[src/rtl/shader_rr_arb_pkg.sv]
// Shared raytracer types for the shader arbiter slice: the payload record
// handed to the shader cores and the number of shader request sources.
package shader_rr_arb_pkg;

   localparam int SHADER_NUM_SRC = 4;

   typedef struct packed {
      logic [7:0]  ray_id;
      logic [15:0] prim_id;
      logic        hit;
      logic [6:0]  shader_id;
   } to_shader_t;

endpackage

[src/rtl/shader_rr_arb_rr_pick.sv]
// Rotating first-one search: finds the first asserted request at or after
// last+1, wrapping at N. Purely combinational.
module rr_pick #(
   parameter int N = 4
) (
   input  logic [N-1:0]         req,
   input  logic [$clog2(N)-1:0] last,
   output logic [N-1:0]         grant,
   output logic [$clog2(N)-1:0] idx,
   output logic                 any
);

   localparam int IW = $clog2(N);

   // walk the N candidate positions in priority order, keep the first hit
   always_comb begin
      logic [IW:0] j;
      j     = '0;
      grant = '0;
      idx   = '0;
      any   = 1'b0;
      for (int unsigned off = 1; off <= N; off++) begin
         j = {1'b0, last} + (IW+1)'(off);
         if (j >= (IW+1)'(N)) begin
            j = j - (IW+1)'(N);
         end
         if (!any && req[j[IW-1:0]]) begin
            any               = 1'b1;
            grant[j[IW-1:0]]  = 1'b1;
            idx               = j[IW-1:0];
         end
      end
   end

endmodule

[src/rtl/shader_rr_arb.sv]
// Round-robin arbiter feeding a single registered output entry toward the
// shader cores. Optional statistics (per-requester grant counters and the
// longest stall seen) are built when SHADER_ARB_STATS_EN is defined.
module shader_rr_arb
   import shader_rr_arb_pkg::*;
#(
   parameter int NUM_IN = SHADER_NUM_SRC,
   parameter int WIDTH  = $bits(to_shader_t)
) (
   input  logic                           clk,
   input  logic                           rst,
   input  logic [NUM_IN-1:0]              valid_us,
   input  logic [NUM_IN-1:0][WIDTH-1:0]   data_us,
   output logic [NUM_IN-1:0]              stall_us,
   input  logic                           pause,
   output logic                           valid_ds,
   output logic [WIDTH-1:0]               data_ds,
   output logic [$clog2(NUM_IN)-1:0]      src_ds,
   input  logic                           stall_ds
`ifdef SHADER_ARB_STATS_EN
   ,
   output logic [NUM_IN-1:0][15:0]        grant_cnt,
   output logic [15:0]                    max_wait
`endif
);

   localparam int IW = $clog2(NUM_IN);

   logic              drain;
   logic              open;
   logic              pick_en;
   logic [NUM_IN-1:0] req;
   logic [NUM_IN-1:0] grant;
   logic [IW-1:0]     pick_idx;
   logic              grant_any;
   logic [IW-1:0]     last_grant;

   // The output slot accepts a new item when empty or draining this cycle;
   // reset also suppresses grants so every stall_us mirrors valid_us.
   assign drain   = valid_ds & ~stall_ds;
   assign open    = ~valid_ds | drain;
   assign pick_en = open & ~pause & ~rst;
   assign req     = valid_us & {NUM_IN{pick_en}};

   rr_pick #(
      .N (NUM_IN)
   ) u_pick (
      .req   (req),
      .last  (last_grant),
      .grant (grant),
      .idx   (pick_idx),
      .any   (grant_any)
   );

   assign stall_us = valid_us & ~grant;

   // output register and round-robin pointer; pointer moves only on a grant
   always_ff @(posedge clk or posedge rst) begin
      if (rst) begin
         valid_ds   <= 1'b0;
         data_ds    <= '0;
         src_ds     <= '0;
         last_grant <= IW'(NUM_IN - 1);
      end else begin
         valid_ds <= grant_any | (valid_ds & stall_ds);
         if (grant_any) begin
            data_ds    <= data_us[pick_idx];
            src_ds     <= pick_idx;
            last_grant <= pick_idx;
         end
      end
   end

`ifdef SHADER_ARB_STATS_EN
   logic [NUM_IN-1:0][15:0] wait_cnt;
   logic [NUM_IN-1:0][15:0] wait_nxt;
   logic [15:0]             max_nxt;

   // per-requester run length of valid-and-stalled cycles, and the new maximum
   always_comb begin
      wait_nxt = '0;
      max_nxt  = max_wait;
      for (int unsigned i = 0; i < NUM_IN; i++) begin
         if (stall_us[i]) begin
            wait_nxt[i] = (wait_cnt[i] == '1) ? wait_cnt[i] : 16'(wait_cnt[i] + 16'd1);
         end
         if (wait_nxt[i] > max_nxt) begin
            max_nxt = wait_nxt[i];
         end
      end
   end

   // saturating grant counters and wait tracking
   always_ff @(posedge clk or posedge rst) begin
      if (rst) begin
         grant_cnt <= '0;
         wait_cnt  <= '0;
         max_wait  <= '0;
      end else begin
         wait_cnt <= wait_nxt;
         max_wait <= max_nxt;
         for (int unsigned i = 0; i < NUM_IN; i++) begin
            if (grant[i] && grant_cnt[i] != '1) begin
               grant_cnt[i] <= 16'(grant_cnt[i] + 16'd1);
            end
         end
      end
   end
`endif

endmodule

[config.mk]
export PLATFORM = sky130hd
export DESIGN_NAME = shader_rr_arb
export DESIGN_NICKNAME = d
export VERILOG_FILES = /design/src/rtl/shader_rr_arb_pkg.sv /design/src/rtl/shader_rr_arb_rr_pick.sv /design/src/rtl/shader_rr_arb.sv
export SDC_FILE = /design/constraint.sdc
export NUM_CORES = 1
export LEC_CHECK = 0
export CORE_AREA = 2 2 95 97
export CTS_CLUSTER_DIAMETER = 50
export DETAILED_ROUTE_END_ITERATION = 10
export DIE_AREA = 0 0 97 99
export GPL_ROUTABILITY_DRIVEN = 0
export PLACE_DENSITY = 0.8
export SLEW_MARGIN = 0
export SYNTH_ARGS = -nofsm -noshare
export SYNTH_HDL_FRONTEND = slang
export SYNTH_SLANG_ARGS = --single-unit
[constraint.sdc]
create_clock -name clk -period 4.9 [get_ports clk]
set_clock_uncertainty 0.15 [all_clocks]
set_input_delay 0.98 -clock clk [delete_from_list [all_inputs] [get_ports clk]]
set_output_delay 0.98 -clock clk [all_outputs]
set_load 0.05 [all_outputs]
Word level (Yosys, flattened, before mapping):

Index checks and enable logic that the tools add are counted.

* register bits: 37
* latch bits: 0
* memory bits (writable): 0
* bits in read-only memories: 0
* input bits: 136
* output and inout port bits: 39
* logic and storage cells: 85
* memories: 0

* $add $sub $neg: 8
* multiply operators: 0
* divide/modulo/power cells: 0
* magnitude comparators: 13
* eq/ne operators: 0
* shift operators: 0
* muxes and demuxes: 34
* bitwise logic cells: 16
* reduce and logical (&&, ||, !) cells: 10

Operator list (count)
* binary-select mux 32 bit (select 2 bit): 1
* two-way mux 32 bit: 1
* two-way mux 2 bit: 8
* two-way mux 4 bit: 4
* less-than comparator 2 x 3 -> 1 bit (second input constant): 5
* >= comparator 3 bit (second input constant): 4
* two-way mux 1 bit: 12
* bitwise OR 4 bit: 3
* bitwise AND 4 bit: 2
* binary-select mux 1 bit (select 2 bit): 4
* demux 1 bit (select 2 bit): 4
* >= comparator 2 x 1 -> 1 bit (second input constant): 4
* subtractor 2 x 1 -> 2 bit (second input constant): 4
* logical AND 1 bit: 7
* adder 2 x 2 -> 3 bit (second input constant): 2
* bitwise AND 1 bit: 4
* inverter 1 bit: 4
* inverter 4 bit: 1
* adder 2 x 1 -> 3 bit (second input constant): 1
* adder 2 x 3 -> 3 bit (second input constant): 1
* zero test 1 bit: 3
* bitwise OR 1 bit: 2

Depth between registers and ports, before layout:

Gate-level depths: netlist of run 1.

* depth in word-level cells: 20
* gate-level depth with buffers: 14

By module:

From an unflattened synthesis of run 1, not the netlist that was laid out.

* cells, all modules: 272
* area total of the unflattened synthesis: 2912.8 µm²

By module, submodules not included
* shader_rr_arb: instances 1, cells each 204, area an instance 2387.3 µm², seq. area each 928.4 µm²
* rr_pick: instances 1, cells each 68, area an instance 525.5 µm², seq. area each 0.0 µm²

Worst setup path before layout of run 1:

No wires, ideal clock.

* kind: register -> output
* start point: register last_grant[0]
* end point: output port stall_us[1]
* data arrival time: 3.119 ns
* data required time: 3.770 ns
* path slack: 0.651 ns
* cell stages (with the launch flop): 13
* buffers on the path: 4
* cell sequence: dfstp_2 buf_6 buf_2 inv_1 ha_1 buf_4 mux4_2 buf_6 nor2_2 and3_1 a22oi_1 nand2_1 a21oi_1

* cells in the longest elaborated chain, start to end: 17

Ends and longest elaborated chain
* start: declaration: RTL line shader_rr_arb.sv:36 `logic [IW-1:0] last_grant;`
* start signal: assignment: RTL line shader_rr_arb.sv:63 `last_grant <= IW'(NUM_IN - 1);`
* start signal: assignment: RTL line shader_rr_arb.sv:69 `last_grant <= pick_idx;`
* branches (longest 14 deep; another with adder 2 x 1 -> 3 bit)
* two-way mux 4 bit *: RTL line shader_rr_arb_rr_pick.sv:27 `if (!any && req[j[IW-1:0]]) begin`
* inverter 4 bit *: RTL line shader_rr_arb.sv:55 `assign stall_us = valid_us & ~grant;`
* bitwise AND 4 bit *: RTL line shader_rr_arb.sv:55
* end: declaration: RTL line shader_rr_arb.sv:14 `output logic [NUM_IN-1:0] stall_us,`

Mark *: on every way between the ends. The select of a mux whose other input is x is not followed.

Worst setup path after layout of run 1:

Ends and elaborated chain as after synthesis.

==> results.sh, run 1 <==
export IMPL_outcome="completed"
export IMPL_root_buffer="clkbuf_8"
export IMPL_grt_max_degree=69
export IMPL_max_cap_violations=0
export IMPL_layout_nets=654
export IMPL_tightest_slew_ps=851
export IMPL_grt_pass1_wl_um=17200
export IMPL_die_height_um=99
export IMPL_register_area_um2=928
export IMPL_grt_usage_pct=21.9
export IMPL_rows=34
export IMPL_maxClockFrequency_mhz=222
export IMPL_start_util_pct=40.4
export IMPL_synthArstFlopShare_pct=100
export IMPL_boundaryPins=175
export IMPL_ys_ff_latch=37
export IMPL_final_cell_mix="clkdlybuf4s50_1, and2_1, nand2_1"
export IMPL_avgSynthCellArea_um2=9.52
export IMPL_grt_antenna_before_repair=0
export IMPL_yosys_top_cells_area="dfrtp_1, a221oi_2, and2_1, o31ai_2, a221oi_1"
export IMPL_grt_pass1_vias=3346
export IMPL_portBuffers=174
export IMPL_vdd_drop_max_mv=0.279
export IMPL_coreArea_um2=8550
export IMPL_drc_errors=0
export IMPL_crit_required_ps=3770
export IMPL_syn_inst=363
export IMPL_holdCritPathClass="reg -> reg"
export IMPL_yosysTopAreaCell="dfrtp_1"
export IMPL_ys_seq_area_share_pct=26.9
export IMPL_cts_repair_resize_count=0
export IMPL_ant_nets=0
export IMPL_clkLatencyLatePin_ps=280
export IMPL_synth_edff_count=0
export IMPL_critPathMaxFanout=22
export IMPL_vias=3462
export IMPL_mostFrequentLayoutCell="clkdlybuf4s50_1"
export IMPL_rsz0062_at_grt="false"
export IMPL_synth_fp_nets=507
export IMPL_die_width_um=97
export IMPL_netlist_area_leader_share_pct=25.3
export IMPL_maxSlewViolCount=0
export IMPL_yosysWarnings=0
export IMPL_finalHoldViolCount=0
export IMPL_dieArea_um2=9600
export IMPL_cts_num_sinks=37
export IMPL_grt_overflow_total=0
export IMPL_dp_slack_ps=479
export IMPL_power_density_nw_per_um2=473
export IMPL_drt_wl_total_um=10800
export IMPL_drtIter0Drc=170
export IMPL_synth_cell_type_count=42
export IMPL_diodes=0
export IMPL_setup_slack_ps=391
export IMPL_post_drt_wl_per_cell_um=17.4
export IMPL_synthesis_area_um2=3460
export IMPL_endpoint_kind="output pin"
export IMPL_multiInputGateArea_um2=2300
export IMPL_timing_setup_tns_ps=0
export IMPL_cts_path_max_buffers=2
export IMPL_p_leak_nw=2.08
export IMPL_dp_hpwl_um=7880
export IMPL_cts_buffers=5
export IMPL_htreeDepth=2
export IMPL_hold_buffers=0
export IMPL_postCtsSetupBuffers=0
export IMPL_firstDrtPassIters=6
export IMPL_ys_flop_type="dfrtp_1"
export IMPL_areaGrowthSynthToFinish_pct=54.1
export IMPL_critPathLaunchType="flop"
export IMPL_drive_above_1_share_pct=17.8
export IMPL_cts_tree="built"
export IMPL_slew_headroom_pct=43.3
export IMPL_period_share_pct=92.0
export IMPL_crit_type="reg -> out"
export IMPL_routed_via_density=5.59
export IMPL_clk_pin_slew_worst_paths_ps=70
export IMPL_cp_arrival_ps=3380
export IMPL_fillers=733
export IMPL_min_period_ps=4510
export IMPL_setup_viol=0
-- per-stage QoR --
stage | instances | util [%] | power, W | hold slack (ps) | instance area, µm²
final | 619 | 62.3 | 0.00252 | 332 | 5330
after global placement | 611 | 60.9 | 0.00222 | 312 | 5210
after floorplan | 363 | - | 0.00175 | 495 | 3460
after CTS | 619 | 62.3 | 0.00253 | 338 | 5330
after detailed placement | 611 | 60.9 | 0.00226 | 319 | 5210
after global routing | 619 | 62.3 | 0.00267 | 357 | 5330
-- flip-flops by register name, summed over array words and instances, names as in the netlist --
name	count
src_ds	2
valid_ds	1
data_ds	32
last_grant	2
-- power by group --
part / internal (W) / total (W) / switching (W)
clock: 0.000166 / 0.000270 / 0.000104
combinational: 0.000620 / 0.00173 / 0.00111
sequential: 0.000423 / 0.000525 / 0.000102
total: 0.00121 / 0.00252 / 0.00131
-- final cells by class --
type                       count  share of cell area (%)
timing repair buffer         184                    34.4
tap                          108                    2.54
clock inverter                 1                   0.564
clock buffer                   7                    1.62
multi-input combinational    278                    43.2
sequential                    37                    17.4
inverter                       4                   0.282
-- worst max-delay path, stage by stage (launching register included) --
cell	delay, ps
dfstp_2	780
inv_1	210
ha_1	560
mux4_2	480
nor2_2	160
nand3_2	130
a211oi_1	430
a21oi_1	140
buf_4	210
-- cells in the mapped netlist, types with 2 or more instances --
master,count
buf_6,7
a221oi_2,29
clkbuf_1,19
o21ai_0,8
dfrtp_1,35
inv_1,4
nand2_1,55
a31oi_1,2
mux4_2,2
dfstp_2,2
o31ai_2,27
a22oi_1,4
a221oi_1,36
nand3b_1,3
o31ai_1,5
nand2b_1,4
ha_1,8
buf_1,2
a211oi_1,3
a21oi_1,4
buf_2,12
buf_4,4
and2_1,65
mux2i_1,5
-- final timing paths --
path	from	slack, ps	depth (start not counted)	endpoint
hold / removal	data_ds[18]	330	2	data_ds[18]
setup / recovery	last_grant[0]	390	8	stall_us[1]
max in group asynchronous	rst	3200	3	last_grant[1]
hold reg to reg	data_ds[18]	330	2	data_ds[18]
setup reg to reg	last_grant[0]	970	9	data_ds[9]
min in group asynchronous	rst	1030	3	data_ds[12]
-- kinds of logic (layout without fill, tap and decap cells) --
logic type	count (synthesis)	in the layout	share of synthesized area [%]
XOR/XNOR	1	1	0.253
adder cells (fa/ha/maj)	8	8	2.90
multiplexers	8	8	3.08
buffers and inverters	48	196	7.60
flip-flops	37	37	26.9
AO/OA/AOI/OAI	127	127	38.8
AND/OR/NAND/NOR	134	134	20.6
-- metal layers --
metal / share of wire (%) / routed length, µm / global-route usage (%)
met1: 42 / 4550 / 27.9
met2: 51 / 5470 / 38.1
met3: 6.7 / 719 / 5.46
met4: 0.59 / 64 / 4.23
met5: 0 / 0 / 0
Power figures use the tool's default switching activity.
==> run 2, diff against run 1 <==
CORE_AREA = 2 2 121 123   (was 2 2 95 97)
DIE_AREA = 0 0 123 125   (was 0 0 97 99)
PLACE_DENSITY = 0.53   (was 0.8)
==> run 2 against run 1 <==
  * Clock-buffer cell count unchanged
  * Non-clock buffer count decreased by 2
  * Routed wire length rose by 11%
  * Cell count increased by 12%
  * Global-route usage is 6.6 points lower
  * Sequential share of layout area shrank 0.42 points
  * Largest cell class unchanged
  * Largest power group unchanged
==> results.sh, run 2 (synthesized netlist as in run 1, its figures left out) <==
export IMPL_outcome="completed"
export IMPL_dieArea_um2=15400
export IMPL_critPathMaxFanout=22
export IMPL_mostFrequentLayoutCell="clkdlybuf4s50_1"
export IMPL_vias=3465
export IMPL_post_drt_wl_per_cell_um=17.2
export IMPL_crit_slowest_cell="dfstp_2"
export IMPL_largest_register_ffs=32
export IMPL_layout_nets=652
export IMPL_drt_wl_total_um=11900
export IMPL_min_from="data_ds[8]"
export IMPL_postCtsSetupBuffers=0
export IMPL_rsz0062_at_grt="false"
export IMPL_routed_via_density=5.00
export IMPL_grt_antenna_before_repair=0
export IMPL_holdCritPathClass="reg -> reg"
export IMPL_cp_arrival_ps=3400
export IMPL_drive_above_1_share_pct=17.7
export IMPL_worstReg2RegStart="last_grant[0]"
export IMPL_drtIter0Drc=181
export IMPL_slew_headroom_pct=31.7
export IMPL_clkLatencyLatePin_ps=270
export IMPL_stdcell_area_um2=5460
export IMPL_tightest_slew_ps=1020
export IMPL_dp_hpwl_um=8260
export IMPL_diodes=0
export IMPL_clk_pin_slew_worst_paths_ps=50
export IMPL_rrSetupSlack_ps=1080
export IMPL_timing_setup_tns_ps=0
export IMPL_htreeDepth=2
export IMPL_grt_usage_pct=15.3
export IMPL_root_buffer="clkbuf_16"
export IMPL_period_share_pct=92.4
export IMPL_finalHoldViolCount=0
export IMPL_final_cell_mix="clkdlybuf4s50_1, and2_1, nand2_1"
export IMPL_worst_r2r_endpoint="data_ds[29]"
export IMPL_crit_chain="inv_1 -> ha_2 -> mux4_2 -> nor2_2 -> nand3_2 -> a211oi_1 -> a21oi_1 -> buf_4"
export IMPL_cts_tree="built"
export IMPL_firstDrtPassIters=4
export IMPL_power_density_nw_per_um2=485
export IMPL_cts_buffers=5
export IMPL_setup_viol=0
export IMPL_fin_util_pct=38.4
export IMPL_holdPathStages=2
export IMPL_boundaryPins=175
export IMPL_endpoint_kind="output pin"
export IMPL_grt_max_degree=69
export IMPL_coreArea_um2=14200
export IMPL_die_height_um=125
export IMPL_max_cap_violations=0
export IMPL_cpPeakStageDelay_ps=790
export IMPL_p_leak_nw=2.09
export IMPL_worstRegToRegCells=8
export IMPL_cts_path_max_buffers=2
export IMPL_maxClockFrequency_mhz=221
export IMPL_crit_required_ps=3770
export IMPL_instances_no_fill=693
export IMPL_largest_register="data_ds"
export IMPL_placed_cells=685
export IMPL_die_width_um=123
export IMPL_cts_num_sinks=37
export IMPL_rows=44
export IMPL_min_period_ps=4530
export IMPL_grt_pass1_wl_um=18700
export IMPL_portBuffers=174
export IMPL_drc_errors=0
export IMPL_crit_type="reg -> out"
export IMPL_vdd_drop_max_mv=0.175
export IMPL_grt_overflow_total=0
export IMPL_grt_pass1_vias=3437
export IMPL_ant_nets=0
export IMPL_areaGrowthSynthToFinish_pct=57.9
export IMPL_start_util_pct=24.3
export IMPL_maxSlewViolCount=0
export IMPL_dpl_instance_area_um2=5290
export IMPL_reg_top3="data_ds (32), last_grant (2), src_ds (2)"
export IMPL_worstHoldEndpoint="data_ds[8]"
export IMPL_critPathLaunchType="flop"
==> run 2: changes by cell type in the layout (fill, tap and decap cells not counted), sizes merged <==
cell,previous run,this run
buf,14,12
==> run 2: cell type report <==
cell class	count	area, µm²
tap	184	230
sequential	37	928
clock buffer	7	143
fill	1421	8740
inverter	4	15.0
clock inverter	1	30.0
multi-input combinational	278	2310
timing repair buffer	182	1800
==> run 2: routing by layer <==
metal / wire length [µm] / part of all wire [%] / GRT usage, % / up-vias
li1: - / - / - / 1672
met1: 5210 / 44 / 20.6 / 1624
met2: 5500 / 46 / 24.4 / 152
met3: 964 / 8.1 / 3.56 / 17
met4: 272 / 2.3 / 4.28 / 0
met5: 0 / 0 / 0 / -
==> run 2: worst max-delay path by stage <==
stage                  startpoint           to  slack, ps  cells past startpoint
finish              last_grant[0]  stall_us[2]        370                      8
global route        last_grant[0]  stall_us[0]        120                      8
CTS                 last_grant[0]  stall_us[2]        300                      8
detailed placement    valid_us[1]  stall_us[2]        410                      7
global placement      valid_us[1]  stall_us[1]        480                      7
floorplan           last_grant[0]  stall_us[1]        650                     12
==> run 2: stage by stage <==
| stage | setup slack [ps] | power, W | hold slack, ps |
|---|---|---|---|
| 6_report | 370 | 0.00265 | 328 |
| 5_1_grt | 122 | 0.00282 | 348 |
| 4_1_cts | 304 | 0.00267 | 330 |
| 3_5_place_dp | 413 | 0.00227 | 317 |
| 3_3_place_gp | 483 | 0.00227 | 311 |
| 2_1_floorplan | 651 | 0.00175 | 495 |
==> run 2: worst max-delay path: cells and delay by family (launching register included) <==
family | cells | cell delay, ps
buffers and inverters | 2 | 430
adders and majority gates | 1 | 530
muxes | 1 | 460
DFF | 1 | 790
and+or+nand+nor | 2 | 290
AOI/OAI and AO/OA | 2 | 600
==> run 2: power breakdown <==
group	switching, W	total, W	internal, W
sequential	0.0000983	0.000522	0.000424
combinational	0.00112	0.00174	0.000624
clock	0.000128	0.000382	0.000254
total	0.00135	0.00265	0.00130
==> run 2: repair_timing <==
item,4_1_cts,5_1_grt
gates resized for setup,0,1
hold buffers,0,0
endpoints found under the setup margin,0,1
